<file path="src/rtl/loss_if.sv">
// Forward/target/backward/loss handshake bundle for the output-layer error unit.
// The master side is whoever produces activations and targets and consumes the
// error and loss results; the slave side is the loss unit itself.
interface loss_if #(
    parameter int N = 1
);
    logic              input_forward_valid;
    logic [N*8-1:0]    input_forward_data;
    logic              input_forward_ready;

    logic              target_valid;
    logic [N*8-1:0]    target_data;
    logic              target_ready;

    logic              output_backward_valid;
    logic [N*16-1:0]   output_backward_data;
    logic              output_backward_ready;

    logic              loss_valid;
    logic [31:0]       loss_data;
    logic              loss_ready;

    modport master (
        output input_forward_valid,
        output input_forward_data,
        input  input_forward_ready,
        output target_valid,
        output target_data,
        input  target_ready,
        input  output_backward_valid,
        input  output_backward_data,
        output output_backward_ready,
        input  loss_valid,
        input  loss_data,
        output loss_ready
    );

    modport slave (
        input  input_forward_valid,
        input  input_forward_data,
        output input_forward_ready,
        input  target_valid,
        input  target_data,
        output target_ready,
        output output_backward_valid,
        output output_backward_data,
        input  output_backward_ready,
        output loss_valid,
        output loss_data,
        input  loss_ready
    );
endinterface

</file>
<file path="src/rtl/loss.sv">
// Output-layer error unit.
// Captures an activation vector and a target vector (independently, in any
// order), then walks the lanes one per cycle computing err = target - activation
// as a sign-extended Q8.8 value and presents the whole error vector on the
// backward interface.
//
// Optional feature macro: LOSS_EN
//   defined   : squared errors are accumulated over 2^E samples and the mean
//               (accumulator >> E) is reported once per epoch on the loss port.
//   undefined : no accumulator, sample counter or LOSS state; loss_valid and
//               loss_data are tied to zero and loss_ready is ignored.
// The port list is the same in both builds.
module loss #(
    parameter int N = 1,
    parameter int E = 2
) (
    input  logic  clock,
    input  logic  reset,
    loss_if.slave bus
);

    // Lane counter needs at least one bit even for a single lane.
    localparam int            LW        = (N > 1) ? $clog2(N) : 1;
    localparam logic [LW-1:0] LAST_LANE = LW'(N - 1);

`ifdef LOSS_EN
    typedef enum logic [1:0] {
        IDLE = 2'd0,
        ERR  = 2'd1,
        BWD  = 2'd2,
        LOSS = 2'd3
    } state_t;

    // Sample counter width; E = 0 would mean a one-sample epoch.
    localparam int            SW       = (E > 0) ? E : 1;
    localparam logic [SW-1:0] SMP_LAST = SW'((1 << E) - 1);
`else
    typedef enum logic [1:0] {
        IDLE = 2'd0,
        ERR  = 2'd1,
        BWD  = 2'd2
    } state_t;

    // The epoch length only matters when the loss report is built.
    localparam int unused_e_p = E;
`endif

    state_t            state_r;
    logic              have_fwd_r;
    logic              have_tgt_r;
    logic [N*8-1:0]    act_r;
    logic [N*8-1:0]    tgt_r;
    logic [LW-1:0]     lane_r;
    logic              bwd_valid_r;
    logic [N*16-1:0]   bwd_data_r;

    logic              fwd_ready_s;
    logic              tgt_ready_s;
    logic              fwd_take_s;
    logic              tgt_take_s;
    logic [7:0]        act_lane_s;
    logic [7:0]        tgt_lane_s;
    logic signed [8:0] err_s;
    logic [15:0]       err16_s;

`ifdef LOSS_EN
    logic [SW-1:0]      smp_r;
    logic [31:0]        acc_r;
    logic               loss_valid_r;
    logic [31:0]        loss_data_r;
    logic signed [17:0] err_wide_s;
    logic signed [17:0] sq_s;
`else
    logic               unused_s;
`endif

    // Both capture slots are open only while idle and not yet filled.
    assign fwd_ready_s = (state_r == IDLE) && !have_fwd_r;
    assign tgt_ready_s = (state_r == IDLE) && !have_tgt_r;
    assign fwd_take_s  = fwd_ready_s && bus.input_forward_valid;
    assign tgt_take_s  = tgt_ready_s && bus.target_valid;

    // Select the current lane and form its signed error (range -255..+255).
    always_comb begin
        act_lane_s = 8'd0;
        tgt_lane_s = 8'd0;
        for (int i = 0; i < N; i++) begin
            act_lane_s = act_lane_s | (act_r[i*8 +: 8] & {8{lane_r == LW'(i)}});
            tgt_lane_s = tgt_lane_s | (tgt_r[i*8 +: 8] & {8{lane_r == LW'(i)}});
        end
        err_s   = $signed({1'b0, tgt_lane_s}) - $signed({1'b0, act_lane_s});
        err16_s = {{7{err_s[8]}}, err_s};
    end

`ifdef LOSS_EN
    // Square of the current lane error; at most 65025 so 18 signed bits suffice.
    always_comb begin
        err_wide_s = 18'(err_s);
        sq_s       = err_wide_s * err_wide_s;
    end
`endif

    // Control FSM with the capture slots, lane walk, backward and loss registers.
    always_ff @(posedge clock or negedge reset) begin
        if (!reset) begin
            state_r      <= IDLE;
            have_fwd_r   <= 1'b0;
            have_tgt_r   <= 1'b0;
            act_r        <= '0;
            tgt_r        <= '0;
            lane_r       <= '0;
            bwd_valid_r  <= 1'b0;
            bwd_data_r   <= '0;
`ifdef LOSS_EN
            smp_r        <= '0;
            acc_r        <= 32'd0;
            loss_valid_r <= 1'b0;
            loss_data_r  <= 32'd0;
`endif
        end else begin
            case (state_r)
                IDLE: begin
                    if (fwd_take_s) begin
                        have_fwd_r <= 1'b1;
                        act_r      <= bus.input_forward_data;
                    end
                    if (tgt_take_s) begin
                        have_tgt_r <= 1'b1;
                        tgt_r      <= bus.target_data;
                    end
                    // Leave as soon as both vectors are held, even if both
                    // arrived on this very edge.
                    if ((have_fwd_r || fwd_take_s) && (have_tgt_r || tgt_take_s)) begin
                        state_r <= ERR;
                        lane_r  <= '0;
                    end
                end

                ERR: begin
                    for (int i = 0; i < N; i++) begin
                        if (lane_r == LW'(i)) begin
                            bwd_data_r[i*16 +: 16] <= err16_s;
                        end
                    end
`ifdef LOSS_EN
                    acc_r <= acc_r + {14'd0, sq_s};
`endif
                    if (lane_r == LAST_LANE) begin
                        lane_r      <= '0;
                        bwd_valid_r <= 1'b1;
                        state_r     <= BWD;
                    end else begin
                        lane_r <= lane_r + LW'(1);
                    end
                end

                BWD: begin
                    if (bus.output_backward_ready) begin
                        bwd_valid_r <= 1'b0;
                        have_fwd_r  <= 1'b0;
                        have_tgt_r  <= 1'b0;
`ifdef LOSS_EN
                        // Last sample of the epoch: freeze the mean and report it.
                        if (smp_r == SMP_LAST) begin
                            smp_r        <= '0;
                            loss_data_r  <= acc_r >> E;
                            loss_valid_r <= 1'b1;
                            state_r      <= LOSS;
                        end else begin
                            smp_r   <= smp_r + SW'(1);
                            state_r <= IDLE;
                        end
`else
                        state_r <= IDLE;
`endif
                    end
                end

`ifdef LOSS_EN
                LOSS: begin
                    if (bus.loss_ready) begin
                        loss_valid_r <= 1'b0;
                        acc_r        <= 32'd0;
                        state_r      <= IDLE;
                    end
                end
`endif

                default: begin
                    state_r     <= IDLE;
                    lane_r      <= '0;
                    have_fwd_r  <= 1'b0;
                    have_tgt_r  <= 1'b0;
                    bwd_valid_r <= 1'b0;
`ifndef SYNTHESIS
                    $error("loss: illegal state %0d", state_r);
`endif
                end
            endcase
        end
    end

    assign bus.input_forward_ready   = fwd_ready_s;
    assign bus.target_ready          = tgt_ready_s;
    assign bus.output_backward_valid = bwd_valid_r;
    assign bus.output_backward_data  = bwd_data_r;

`ifdef LOSS_EN
    assign bus.loss_valid = loss_valid_r;
    assign bus.loss_data  = loss_data_r;
`else
    assign bus.loss_valid = 1'b0;
    assign bus.loss_data  = 32'd0;
    assign unused_s       = bus.loss_ready;
`endif

endmodule
</file>
<file path="src/flat_wrapper.sv">
// flat-port wrapper written by rule: the top's interface ports become plain ports
module loss_flat 
#(
    parameter int N = 1,
    parameter int E = 2
)
  (clock, reset, bus_input_forward_valid, bus_input_forward_data, bus_input_forward_ready, bus_target_valid, bus_target_data, bus_target_ready, bus_output_backward_valid, bus_output_backward_data, bus_output_backward_ready, bus_loss_valid, bus_loss_data, bus_loss_ready);
  loss_if #(.N(N)) bus_i ();
  input  logic clock;
  input  logic reset;
  input wire logic [$bits(bus_i.input_forward_valid)-1:0] bus_input_forward_valid;
  input wire logic [$bits(bus_i.input_forward_data)-1:0] bus_input_forward_data;
  output wire logic [$bits(bus_i.input_forward_ready)-1:0] bus_input_forward_ready;
  input wire logic [$bits(bus_i.target_valid)-1:0] bus_target_valid;
  input wire logic [$bits(bus_i.target_data)-1:0] bus_target_data;
  output wire logic [$bits(bus_i.target_ready)-1:0] bus_target_ready;
  output wire logic [$bits(bus_i.output_backward_valid)-1:0] bus_output_backward_valid;
  output wire logic [$bits(bus_i.output_backward_data)-1:0] bus_output_backward_data;
  input wire logic [$bits(bus_i.output_backward_ready)-1:0] bus_output_backward_ready;
  output wire logic [$bits(bus_i.loss_valid)-1:0] bus_loss_valid;
  output wire logic [$bits(bus_i.loss_data)-1:0] bus_loss_data;
  input wire logic [$bits(bus_i.loss_ready)-1:0] bus_loss_ready;
  assign bus_i.input_forward_valid = bus_input_forward_valid;
  assign bus_i.input_forward_data = bus_input_forward_data;
  assign bus_input_forward_ready = bus_i.input_forward_ready;
  assign bus_i.target_valid = bus_target_valid;
  assign bus_i.target_data = bus_target_data;
  assign bus_target_ready = bus_i.target_ready;
  assign bus_output_backward_valid = bus_i.output_backward_valid;
  assign bus_output_backward_data = bus_i.output_backward_data;
  assign bus_i.output_backward_ready = bus_output_backward_ready;
  assign bus_loss_valid = bus_i.loss_valid;
  assign bus_loss_data = bus_i.loss_data;
  assign bus_i.loss_ready = bus_loss_ready;
  loss #(.N(N), .E(E)) u_core (.clock(clock), .reset(reset), .bus(bus_i));
endmodule
</file>
<file path="config.mk">
export PLATFORM = sky130hd
export DESIGN_NAME = loss_flat
export DESIGN_NICKNAME = d
export VERILOG_FILES = /design/src/rtl/loss_if.sv /design/src/rtl/loss.sv /design/src/flat_wrapper.sv
export SDC_FILE = /design/constraint.sdc
export NUM_CORES = 1
export LEC_CHECK = 0
export CAP_MARGIN = 20
export CORE_UTILIZATION = 47
export CTS_CLUSTER_DIAMETER = 40
export DETAILED_ROUTE_END_ITERATION = 12
export GPL_ROUTABILITY_DRIVEN = 0
export PLACE_DENSITY = 0.85
export RECOVER_POWER = 50
export SLEW_MARGIN = 20
export SYNTH_ARGS = -nofsm -noshare
export SYNTH_HDL_FRONTEND = slang
export SYNTH_SLANG_ARGS = --single-unit
</file>
<file path="constraint.sdc">
create_clock -name clock -period 3.6 [get_ports clock]
set_clock_uncertainty 0.1 [all_clocks]
set_input_delay 0.72 -clock clock [delete_from_list [all_inputs] [get_ports clock]]
set_output_delay 0.72 -clock clock [all_outputs]
set_load 0.01 [all_outputs]
</file>
==> Yosys cells after proc, flatten, opt, wreduce, memory -nomap -nowiden <==
Cells that the tools add are included.
{ "classes": {"muxes": 14, "bitwise": 6, "add_sub_neg": 2, "eq_ne": 7, "reduce_logical": 18} }
{ "ops": {"columns": ["op", "n"], "rows": [
  ["AND 8 bit", 2],
  ["case mux 1 bit (3 select lines)", 4],
  ["AND reduction 3 bit", 4],
  ["subtractor 8 x 8 -> 9 bit", 1],
  ["AND reduction 2 bit", 4],
  ["two-way mux 1 bit", 6],
  ["two-way mux 2 bit", 3],
  ["inequality test 2 bit (second input constant)", 3],
  ["case mux 2 bit (3 select lines)", 1],
  ["logical AND 1 bit", 5],
  ["inequality test 2 x 1 -> 1 bit (second input constant)", 2],
  ["inverter 1 bit", 4],
  ["equality test 2 x 1 -> 1 bit (second input constant)", 1],
  ["equality test 2 bit (second input constant)", 1],
  ["zero test 1 bit", 2],
  ["zero test 2 bit", 1],
  ["logical OR 1 bit", 2],
  ["adder 1 bit (second input constant)", 1]
]} }
{ "word_totals": {"out_inout_bits": 52, "register_bits": 31} }

==> Logic depth before layout (Yosys ltp) <==
Gate-level depths: netlist (run 1).
{ "logic_depth": {"ltp_word": 7, "mapped_depth": 7} }

==> Worst setup path after synthesis (run 1) <==
No wires, ideal clock.
{ "synth_timing": {"path_type": "register to register", "startpoint": "register u_core.act_r[1]", "endpoint": "register u_core.bwd_data_r[7] (netlist: u_core.bus.output_backward_data[7])", "arrival_time_ps": 1601, "path_stages_with_launch": 7, "setup_time_ps": 132, "required_time_ps": 3368, "slack_ps": 1768, "synth_period_minus_slack_ps": 1832, "cell_sequence": "dfrtp_1 inv_1 ha_1 nor2b_1 o31a_1 o311ai_1 or3b_1"} }
{ "synth_via": {"elab_chain_len": 2} }
{ "synth_rtl": {"columns": ["element", "line", "rtl"], "rows": [
  ["start: declaration", "loss.sv:51", "logic [N*8-1:0] act_r;"],
  ["start signal: assignment", "loss.sv:125", "act_r <= bus.input_forward_data;"],
  ["AND 8 bit", "loss.sv:88", "act_lane_s = act_lane_s | (act_r[i*8 +: 8] & {8{lane_r == LW'(i)}});"],
  ["subtractor 8 x 8 -> 9 bit", "loss.sv:91", "err_s = $signed({1'b0, tgt_lane_s}) - $signed({1'b0, act_lane_s});"],
  ["end signal: indexed assignment", "loss.sv:142", "bwd_data_r[i*16 +: 16] <= err16_s;"],
  ["end: declaration", "loss.sv:55", "logic [N*16-1:0] bwd_data_r;"]
]} }
Every way passes these cells.
A chain may end at the register's enable or synchronous reset.

==> Final worst setup path (run 1) <==
{ "layout_timing": {"startpoint": "register u_core.state_r[0]", "endpoint": "output bus_target_ready"} }
{ "layout_via": {"elab_chain_len": 2} }
{ "layout_rtl": {"columns": ["element", "line", "rtl"], "rows": [
  ["start: declaration", "loss.sv:48", "state_t state_r;"],
  ["start signal: assignment", "loss.sv:106", "state_r <= IDLE;"],
  ["start signal: assignment", "loss.sv:134", "state_r <= ERR;"],
  ["start signal: assignment", "loss.sv:151", "state_r <= BWD;"],
  ["zero test 2 bit", "loss.sv:79", "assign tgt_ready_s = (state_r == IDLE) && !have_tgt_r;"],
  ["logical AND 1 bit", "loss.sv:79", null],
  ["end: declaration", "flat_wrapper.sv:16", "output wire logic [$bits(bus_i.target_ready)-1:0] bus_target_ready;"]
]} }
Every way passes these cells.

==> results.md, run 1 <==
* Status: finished with violations
* Failing checks: capacitance limit, slew limit
* Largest net degree at the start of global routing at 31
* Pins Over Slew Limit at 31
* Die area at 0.00427 mm^2
* Hold crit path type: reg -> reg
* Sw Ratio at 0.389
* Cells after Synth at 192
* Fin util at 0.584
* Achievable frequency at 418 MHz
* CTS max path bufs at 2
* Leakage at 0.000982 uW
* Max Cap Viol at 1
* Slew margin rel. at -0.0508
* Total grt overflow at 0
* Drt first-iter violations at 26
* Antenna cells at 0
* Commonest non-fill, non-tap cells in the layout: clkdlybuf4s50_1, conb_1, dfrtp_1
* Reg power frac at 0.306
* Period utilization at 0.664
* Drt first pass iters at 4
* CTS sink cnt at 30
* Gr usage total at 0.171
* Residual DRC at 0
* Post-Place Setup Slack at 1320 ps
* Clk slew on worst S/H paths at 60 ps
* Die Wd at 65.3 um
* Seq/Total Area, Yosys at 0.398
* Fillers at 332
* Final ANT Viol Nets at 0
* Synth Warn # at 0
* Non-filler cells, final at 273
* Final Hold Fails at 0
* Post-CTS Setup Inserts at 0
* Initial core utilization at 0.503
* Register area at 751 um^2
* Comb power frac at 0.556
* Final Setup Violations at 0
* Most common cell after layout, fill and taps aside: clkdlybuf4s50_1
* Slack of the critical path at 1210 ps
* Post-synth top area share at 0.398
* Die H at 65.3 um
* Clock share of power at 0.138
* Top post-synthesis cells by area: dfrtp_1, buf_4, ha_1, o21ai_0, mux2_2
* First-pass GRT wire length at 5290 um
* TritonCTS Buffers at 5
* Nets at 255
* EDFF count, synth at 0
* Worst setup EP type: output pin
* Port bufs at 39
* Vias in the first global route at 1224
* CTS tree: yes
* CTS resizes at 0
* CTS Hold Buffers Added at 0
* Syn-to-layout area delta at 16.1%
* Area of the multi-input gates at 850 um^2
* Kind of critical path: reg -> out
* Post-Synthesis Cell Area at 0.00188 mm^2
* CP Launch Type: flip-flop
* Via-to-Cell Ratio at 4.93
* IO Pins at 74
* Post-synthesis cell type count at 40
* Post-Route WL at 3230 um
* Pwr Total at 2030 uW
* Slew @ Worst Pin at 1580 ps
* Ratio of cells with drive above 1 in the final layout at 0.0711
* FF+latch count, synth at 30
* CP Data Required Time at 2780 ps
* Minimum clock period at 2390 ps
* Core area at 0.00374 mm^2
* Synthesized area per cell at 9.81 um^2
* Vias at 1347
* Placed Cells at 265
* Initial antenna violation count at 0
* RSZ-0062 raised after global routing: no
* Int Pwr at 1240 uW
* Commonest register cell after synthesis: dfrtp_1
* Power per cell area at 927 mW/mm^2
* Clock Latency Late Sink at 290 ps
* Peak VDD IR at 405 uV
* Setup TNS at 0 ps
* FFs w/ async S/R, synth at 1.00
* Rows at 22
* Critical Path AT at 1570 ps
* Yosys top cell by area: dfrtp_1
* CP max FO at 9
* Root buf cell: clkbuf_8
* H-Tree Depth at 2
* Detailed placement HPWL at 2360 um
* Switching component of the power at 790 uW
* Mean routed wirelength per cell at 11.8 um
==> cells in the mapped netlist (3+ instances only) <==
| cell | instances |
|---|---|
| ha_1 | 8 |
| nor3b_1 | 4 |
| a211oi_1 | 3 |
| nand2_1 | 15 |
| o21ai_0 | 18 |
| mux2_2 | 7 |
| dfrtp_1 | 30 |
| o21a_1 | 4 |
| nor2_1 | 3 |
| buf_4 | 43 |
| nor3_1 | 6 |
| inv_1 | 11 |
==> worst max-delay path, cell delays in order, from the launching register on <==
cell	delay, ps
dfrtp_1	470
nor3_1	250
clkdlybuf4s50_1	570
==> power groups by stage <==
stage	Clock [uW]	Combinational, uW	Sequential [uW]
4_1_cts	287	1130	623
3_3_place_gp	0	1080	624
2_1_floorplan	0	851	620
6_report	280	1130	620
3_5_place_dp	0	1120	628
5_1_grt	306	1250	641
==> cells by family (layout without fill, tap and decap cells) <==
kind of cell,Yosys count,in the layout,share of synthesized area
adder cells (fa/ha/maj),9,9,0.0637
flip-flops,30,30,0.398
multiplexers,7,7,0.0418
XOR/XNOR,1,1,0.00465
buffers and inverters,58,59,0.210
AO/OA/AOI/OAI,38,38,0.131
other,1,33,0.00199
AND/OR/NAND/NOR,48,48,0.148
==> metal layers <==
layer	vias to the layer above	track usage	share of wire
met5	-	0	0
met4	0	0.139	0.038
met3	13	0.0399	0.066
met2	64	0.269	0.47
met1	618	0.196	0.42
li1	652	-	-
==> sequential cells by signal, summed over array words and instances (netlist names) <==
signal and cells:
u_core.bus.output_backward_data 9, u_core.tgt_r 8, u_core.bus.output_backward_valid 1, u_core.act_r 8
u_core.have_tgt_r 1, u_core.have_fwd_r 1, u_core.state_r 2
==> metrics by stage <==
step	instance area, um^2	hold slack [ps]
4_1_cts	2200	389
6_report	2190	379
3_3_place_gp	2110	368
2_1_floorplan	2000	324
5_1_grt	2190	401
3_5_place_dp	2110	370
==> area by class of cell <==
class                   count  share of cell area
clock buffers               7              0.0395
flip-flops and latches     30               0.343
inverters                  11              0.0189
clock inverters             1             0.00229
well taps                  48              0.0275
multi-input cells         136               0.388
repair buffers             40               0.180
==> final timing paths <==
| path | from | to | slack, ps | cells past startpoint |
|---|---|---|---|---|
| setup / recovery | u_core.state_r[0] | bus_target_ready | 1210 | 2 |
| hold / removal | u_core.bus.output_backward_data[2] | u_core.bus.output_backward_data[2] | 380 | 2 |
| setup reg to reg | u_core.state_r[1] | u_core.bus.output_backward_data[7] | 1490 | 4 |
| hold reg to reg | u_core.bus.output_backward_data[2] | u_core.bus.output_backward_data[2] | 380 | 2 |
| max in group asynchronous | reset | u_core.act_r[4] | 1220 | 2 |
| min in group asynchronous | reset | u_core.tgt_r[6] | 1260 | 2 |
No activity file was read; power rests on OpenSTA's default activity.
==> run 2, diff against run 1 <==
--- a/config.mk
+++ b/config.mk
@@ -6,11 +6,11 @@
 export NUM_CORES = 1
 export LEC_CHECK = 0
 export CAP_MARGIN = 20
-export CORE_UTILIZATION = 47
+export CORE_UTILIZATION = 39
 export CTS_CLUSTER_DIAMETER = 40
 export DETAILED_ROUTE_END_ITERATION = 12
 export GPL_ROUTABILITY_DRIVEN = 0
-export PLACE_DENSITY = 0.85
+export PLACE_DENSITY = 0.76
 export RECOVER_POWER = 50
 export SLEW_MARGIN = 20
 export SYNTH_ARGS = -nofsm -noshare
==> constraint.sdc (replaced) <==
create_clock -name clock -period 2.1 [get_ports clock]
set_clock_uncertainty 0.1 [all_clocks]
set_input_delay 0.42 -clock clock [delete_from_list [all_inputs] [get_ports clock]]
set_output_delay 0.42 -clock clock [all_outputs]
set_load 0.01 [all_outputs]
==> run 2 against run 1 <==
Effect of this change:
- the flow now finishes without violations
- register-to-register slack got worse by 1400 ps
- sequential share of layout area fell by 0.77 points
- clock-buffer cell count fell by 1
- final cell count rose by 2.9%
- flip-flop and latch count did not move
==> results.md, run 2 (synthesis results as in run 1) <==
* CP Data Required Time at 2150 ps (was 2780 ps)
* Post-Place Setup Slack at 140 ps (was 1320 ps)
* Final ANT Viol Nets at 0 (unchanged)
* Antenna cells at 0 (unchanged)
* Initial antenna violation count at 0 (unchanged)
* Number of flip-flops in the largest register at 9 (unchanged)
* Reg power frac at 0.304 (was 0.306)
* Vias in the first global route at 1131 (was 1224)
* Post-Route WL at 3220 um (was 3230 um)
* IO Pins at 74 (unchanged)
* CP max FO at 5 (was 9)
* Hold crit path type: reg -> reg (unchanged)
* Die area at 0.00511 mm^2 (was 0.00427 mm^2)
* First-pass GRT wire length at 5330 um (was 5290 um)
* Status: completed (was finished with violations)
* Worst setup EP type: flip-flop (was output pin)
* H-Tree Depth at 2 (unchanged)
* Clock share of power at 0.137 (was 0.138)
* Hold slack at 382 ps (was 379 ps)
* Drt first pass iters at 4 (unchanged)
* Rows at 24 (was 22)
* R2R Path Start: u_core.act_r[1] (was u_core.state_r[1])
* Drt first-iter violations at 28 (was 26)
* Comb power frac at 0.559 (was 0.556)
* Slack of the critical path at 110 ps (was 1210 ps)
* Port bufs at 39 (unchanged)
* R2R depth at 6 (was 4)
* Reg2reg end: u_core.bus.output_backward_data[7] (unchanged)
* Slew @ Worst Pin at 740 ps (was 1580 ps)
* Max Cap Viol at 0 (was 1)
* CTS tree: yes (unchanged)
* Total grt overflow at 0 (unchanged)
* Kind of critical path: reg -> reg (was reg -> out)
* Leakage at 0.00102 uW (was 0.000982 uW)
* Power per cell area at 1570 mW/mm^2 (was 927 mW/mm^2)
* Die Wd at 71.5 um (was 65.3 um)
* Final Hold Fails at 0 (unchanged)
* Peak VDD IR at 747 uV (was 405 uV)
* R2R setup slack at 110 ps (was 1490 ps)
* Most common cell after layout, fill and taps aside: clkdlybuf4s50_1 (unchanged)
* Slew margin rel. at 0.507 (was -0.0508)
* Final Setup Violations at 0 (unchanged)
* Critical Path AT at 2040 ps (was 1570 ps)
* CTS sink cnt at 30 (unchanged)
* Detailed placement HPWL at 2350 um (was 2360 um)
* Clock Latency Late Sink at 290 ps (about the same)
* Crit-path cells: inv_2 > ha_1 > nor2b_1 > o31a_1 > o311ai_1 > or3b_1 (was nor3_1 > clkdlybuf4s50_1)
* CP max stage cell: dfrtp_1 (was clkdlybuf4s50_1)
* Hold Crit Start: u_core.bus.output_backward_valid (was u_core.bus.output_backward_data[2])
* Largest net degree at the start of global routing at 31 (unchanged)
* Commonest non-fill, non-tap cells in the layout: clkdlybuf4s50_1, conb_1, dfrtp_1 (unchanged)
* Clk slew on worst S/H paths at 70 ps (was 60 ps)
* Setup TNS at 0 ps (unchanged)
* Int Pwr at 2160 uW (was 1240 uW)
* Pins Over Slew Limit at 0 (was 31)
* Post-DP Area at 0.00213 mm^2 (was 0.00211 mm^2)
* Minimum clock period at 1990 ps
* CTS max path bufs at 2 (unchanged)
* Hold path cells at 1 (was 2)
* Root buf cell: clkbuf_8 (unchanged)
* Critical Path Max Stage Delay at 380 ps (was 570 ps)
* Hold endpoint: u_core.bus.output_backward_valid (was u_core.bus.output_backward_data[2])
* Switching component of the power at 1350 uW (was 790 uW)
* Vias at 1326 (was 1347)
* Die H at 71.5 um (was 65.3 um)
* Core area at 0.00450 mm^2 (was 0.00374 mm^2)
* RSZ-0062 raised after global routing: no (unchanged)
* Nets at 259 (was 255)
* Via-to-Cell Ratio at 4.72 (was 4.93)
* Gr usage total at 0.138 (was 0.171)
* Achievable frequency at 503 MHz
* Period utilization at 0.947
* Residual DRC at 0 (unchanged)
* CP Launch Type: flip-flop (unchanged)
* Initial core utilization at 0.418 (was 0.503)
* TritonCTS Buffers at 5 (unchanged)
* Sw Ratio at 0.385 (was 0.389)
* Mean routed wirelength per cell at 11.5 um (was 11.8 um)
* Fin area at 0.00224 mm^2 (was 0.00219 mm^2)
* Syn-to-layout area delta at 18.7% (was 16.1%)
* Ratio of cells with drive above 1 in the final layout at 0.105 (was 0.0711)
[run 2: cell count changes in the layout (fill, tap and decap cells not counted), sizes merged]
cell and change:
buf +3, clkinvlp +1, clkdlybuf4s50 -2, dlymetal6s2s +1, dlygate4sd2 +1
[run 2: timing repair]
action / CTS / global route
resized for setup: 2 / 3
setup buffers: 0 / 1
hold endpoints to repair: 0 / 0
endpoints found under the setup margin: 2 / 2
hold buffers: 0 / 0
[run 2: routing by layer]
layer | GRT usage | vias up | share of wire
li1 | - | 657 | -
met1 | 0.171 | 616 | 0.44
met2 | 0.217 | 47 | 0.48
met3 | 0.0464 | 6 | 0.065
met4 | 0.0675 | 0 | 0.020
met5 | 0 | - | 0
[run 2: cell type report]
type | count | area (um^2)
Clock buffer | 6 | 82.6
Clock inverter | 2 | 12.5
Fill cell | 415 | 2270
Inverter | 11 | 41.3
Multi-Input combinational cell | 136 | 862
Sequential cell | 30 | 751
Tap cell | 52 | 65.1
Timing Repair Buffer | 44 | 423
[run 2: how the worst max path moves through the flow]
| stage | depth (start not counted) | from | end |
|---|---|---|---|
| finish | 6 | u_core.act_r[1] | u_core.bus.output_backward_data[7] |
| global route | 6 | u_core.act_r[1] | u_core.bus.output_backward_data[7] |
| CTS | 2 | u_core.state_r[0] | bus_target_ready |
| detailed placement | 6 | u_core.act_r[1] | u_core.bus.output_backward_data[7] |
| global placement | 6 | u_core.act_r[1] | u_core.bus.output_backward_data[7] |
| floorplan | 6 | u_core.act_r[1] | u_core.bus.output_backward_data[7] |
[run 2: power by group through the flow]
stage	combinational, uW	sequential, uW	clock (uW)
after floorplan	1460	1060	0
after global placement	1910	1060	0
after detailed placement	1950	1070	0
after CTS	1950	1070	497
after global routing	2200	1110	524
final	1960	1070	481
[run 2: stage by stage]
stage	cells	utilization	power (uW)
5_1_grt	281	0.497	3830
2_1_floorplan	224	-	2520
3_3_place_gp	272	0.474	2970
4_1_cts	280	0.496	3520
3_5_place_dp	272	0.474	3020
6_report	281	0.497	3510
[run 2: critical path, delay by kind of cell, from the launching register on]
| family | cells | cell delay, ps |
|---|---|---|
| AO/OA/AOI/OAI | 2 | 550 |
| AND/OR/NAND/NOR | 2 | 520 |
| flip-flops | 1 | 380 |
| adder cells (fa/ha/maj) | 1 | 260 |
| buffers and inverters | 1 | 50 |
==> run 3, diff against run 2 <==
--- a/config.mk
+++ b/config.mk
@@ -5,12 +5,14 @@
 export SDC_FILE = /design/constraint.sdc
 export NUM_CORES = 1
 export LEC_CHECK = 0
+export ABC_AREA = 1
 export CAP_MARGIN = 20
-export CORE_UTILIZATION = 39
+export CORE_UTILIZATION = 40
 export CTS_CLUSTER_DIAMETER = 40
+export CTS_CLUSTER_SIZE = 40
 export DETAILED_ROUTE_END_ITERATION = 12
 export GPL_ROUTABILITY_DRIVEN = 0
-export PLACE_DENSITY = 0.76
+export PLACE_DENSITY = 0.77
 export RECOVER_POWER = 50
 export SLEW_MARGIN = 20
 export SYNTH_ARGS = -nofsm -noshare
==> run 3 against run 2 <==
Effect of this change:
- the flow now finishes with violations (DRC)
- total power fell by 4.0%
- via count rose by 2.5%
- clock power fell by 8.7%
- sequential power decreased by 4%
- core utilization increased by 0.14 points
- combinational power is 3% lower
- first-iteration DRC count up 130%
- final area down 0.39%
- maximum frequency grew 6.4%
- final cell count rose by 11%
- highest routed layer unchanged
==> results.md, run 3 <==
* Seq/Total Area, Yosys at 0.393 (was 0.398)
* Core area at 0.00447 mm^2 (was 0.00450 mm^2)
* FFs w/ async S/R, synth at 1.00 (unchanged)
* Crit-path cells: clkdlybuf4s50_1 (was inv_2 > ha_1 > nor2b_1 > o31a_1 > o311ai_1 > or3b_1)
* Largest net degree at the start of global routing at 31 (unchanged)
* Most frequent cell after synthesis: nand2_1 (was buf_4)
* Switching component of the power at 1410 uW (was 1350 uW)
* Critical Path Max Stage Delay at 600 ps (was 380 ps)
* Fin util at 0.498 (was 0.497)
* Post-Route WL at 3140 um (was 3220 um)
* H-Tree Depth at 2 (unchanged)
* Via-to-Cell Ratio at 4.34 (was 4.72)
* Critical Path AT at 1350 ps (was 2040 ps)
* Mean routed wirelength per cell at 10.0 um (was 11.5 um)
* CTS Hold Buffers Added at 0 (unchanged)
* TritonCTS Buffers at 5 (unchanged)
* Drt first-iter violations at 64 (was 28)
* Final Hold Fails at 0 (unchanged)
* Period utilization at 0.891 (was 0.947)
* Synthesized area per cell at 8.44 um^2 (was 9.81 um^2)
* Peak VDD IR at 714 uV (was 747 uV)
* Post-synthesis cell type count at 27 (was 40)
* Clock share of power at 0.130 (was 0.137)
* EDFF count, synth at 0 (unchanged)
* CP max FO at 9 (was 5)
* Post-DP Area at 0.00215 mm^2 (was 0.00213 mm^2)
* Kind of critical path: reg -> out (was reg -> reg)
* CP max stage cell: clkdlybuf4s50_1 (was dfrtp_1)
* Gr usage total at 0.140 (was 0.138)
* Top post-synthesis cells by area: dfrtp_1, buf_4, nand2_1, ha_1, inv_1 (was dfrtp_1, buf_4, ha_1, o21ai_0, mux2_2)
* Commonest non-fill, non-tap cells in the layout: nand2_1, clkdlybuf4s50_1, conb_1 (was clkdlybuf4s50_1, conb_1, dfrtp_1)
* Final ANT Viol Nets at 0 (unchanged)
* Hold Crit Start: u_core.act_r[0] (was u_core.bus.output_backward_valid)
* Number of flip-flops in the largest register at 9 (unchanged)
* Crit path max-delay family: buffers and inverters (was compound AO/OA/AOI/OAI gates)
* Nets at 293 (was 259)
* Cells after Synth at 226 (was 192)
* R2R Path Start: u_core.tgt_r[0] (was u_core.act_r[1])
* Area of the multi-input gates at 836 um^2 (was 862 um^2)
* Post-CTS Setup Inserts at 0 (unchanged)
* FF+latch count, synth at 30 (unchanged)
* Root buf cell: clkbuf_8 (unchanged)
* Antenna cells at 0 (unchanged)
* Detailed placement HPWL at 2440 um (was 2350 um)
* Post-Synthesis Cell Area at 0.00191 mm^2 (was 0.00188 mm^2)
* Leakage at 0.00118 uW (was 0.00102 uW)
* Initial antenna violation count at 0 (unchanged)
* Most common cell after layout, fill and taps aside: nand2_1 (was clkdlybuf4s50_1)
* Fin area at 0.00223 mm^2 (was 0.00224 mm^2)
* Port bufs at 39 (unchanged)
* CP Data Required Time at 1580 ps (was 2150 ps)
* Total grt overflow at 0 (unchanged)
* Int Pwr at 1960 uW (was 2160 uW)
* Comb power frac at 0.564 (was 0.559)
* Vias in the first global route at 1270 (was 1131)
* CP Launch Type: flip-flop (unchanged)
* Initial core utilization at 0.426 (was 0.418)
* Rows at 24 (unchanged)
* First-pass GRT wire length at 5350 um (was 5330 um)
* Commonest register cell after synthesis: dfrtp_1 (unchanged)
* Failing checks: DRC
* Hold slack at 380 ps (was 382 ps)
* Crit. Startpoint: u_core.bus.output_backward_data[8] (was u_core.act_r[1])
* RSZ-0062 raised after global routing: no (unchanged)
* CTS resizes at 0 (was 2)
* Hold crit path type: reg -> reg (unchanged)
* Reg power frac at 0.306 (was 0.304)
* Status: finished with violations (was completed)
* CTS max path bufs at 2 (unchanged)
* Clock Latency Late Sink at 280 ps (was 290 ps)
* CTS sink cnt at 30 (unchanged)
* Sw Ratio at 0.418 (was 0.385)
* Syn-to-layout area delta at 16.8% (was 18.7%)
* IO Pins at 74 (unchanged)
* Final Setup Violations at 0 (unchanged)
* Slew @ Worst Pin at 735 ps (was 740 ps)
* Die Wd at 71.1 um (was 71.5 um)
* Ratio of cells with drive above 1 in the final layout at 0.126 (was 0.105)
* Yosys top cell by area: dfrtp_1 (unchanged)
* Clk slew on worst S/H paths at 50 ps (was 70 ps)
* Die area at 0.00505 mm^2 (was 0.00511 mm^2)
* Minimum clock period at 1870 ps (was 1990 ps)
* Die H at 71.1 um (was 71.5 um)
* Residual DRC at 7 (was 0)
* Achievable frequency at 535 MHz (was 503 MHz)
* Power per cell area at 1510 mW/mm^2 (was 1570 mW/mm^2)
* Drt first pass iters at 8 (was 4)
* Slew margin rel. at 0.510 (was 0.507)
* Worst setup EP type: output pin (was flip-flop)
* Pins Over Slew Limit at 0 (unchanged)
* Setup TNS at 0 ps (unchanged)
* Max Cap Viol at 0 (unchanged)
* Register area at 751 um^2 (unchanged)
* CP bufs+invs at 1 (unchanged)
* CTS tree: yes (unchanged)
* Synth cell count leaders: nand2_1, buf_4, dfrtp_1, inv_1, nor2_1 (was buf_4, dfrtp_1, o21ai_0, nand2_1, inv_1)
* Synth Warn # at 0 (unchanged)
* Fillers at 452 (was 415)
* Post-synth top area share at 0.393 (was 0.398)
* Vias at 1359 (was 1326)
[run 3: final timing paths]
kind                       cells after the start                                  to  slack, ps
setup / recovery                               1        bus_output_backward_data[13]        230
setup reg to reg                              11  u_core.bus.output_backward_data[8]        280
hold / removal                                 2                     u_core.act_r[0]        380
max in group asynchronous                      2  u_core.bus.output_backward_data[4]        800
min in group asynchronous                      2                   u_core.have_tgt_r        640
hold reg to reg                                2                     u_core.act_r[0]        380
[run 3: per-stage QoR]
| step | setup WS (ps) | std cells | total power, uW |
|---|---|---|---|
| floorplan | 478 | 258 | 2480 |
| global placement | 338 | 307 | 2890 |
| detailed placement | 292 | 307 | 2960 |
| CTS | 15.8 | 313 | 3430 |
| global route | 113 | 313 | 3690 |
| finish | 229 | 313 | 3370 |
[run 3: kinds of logic (layout without fill, tap and decap cells)]
family	after synthesis	after routing	synth area share
AND/OR/NAND/NOR	98	98	0.241
buffers and inverters	67	70	0.226
flip-flops	30	30	0.393
AO/OA/AOI/OAI	20	20	0.0702
adder cells (fa/ha/maj)	9	9	0.0630
other	1	33	0.00197
XOR/XNOR	1	1	0.00459
[run 3: final cells by class]
type	instances	share of cell area
multi-input combinational	161	0.375
sequential	30	0.337
timing repair buffer	40	0.180
inverter	24	0.0421
clock buffer	6	0.0371
tap	52	0.0292
[run 3: power by group through the flow]
stage	logic [uW]	registers, uW	clock network, uW
floorplan	1420	1060	0
global placement	1850	1040	0
detailed placement	1920	1050	0
CTS	1930	1040	454
global route	2140	1070	482
finish	1900	1030	439
[run 3: metal layers]
metal / vias to the layer above / track usage / routed length (um)
li1: 691 / - / -
met1: 597 / 0.151 / 1280
met2: 66 / 0.243 / 1580
met3: 5 / 0.0570 / 226
met4: 0 / 0.0622 / 57
met5: - / 0 / 0
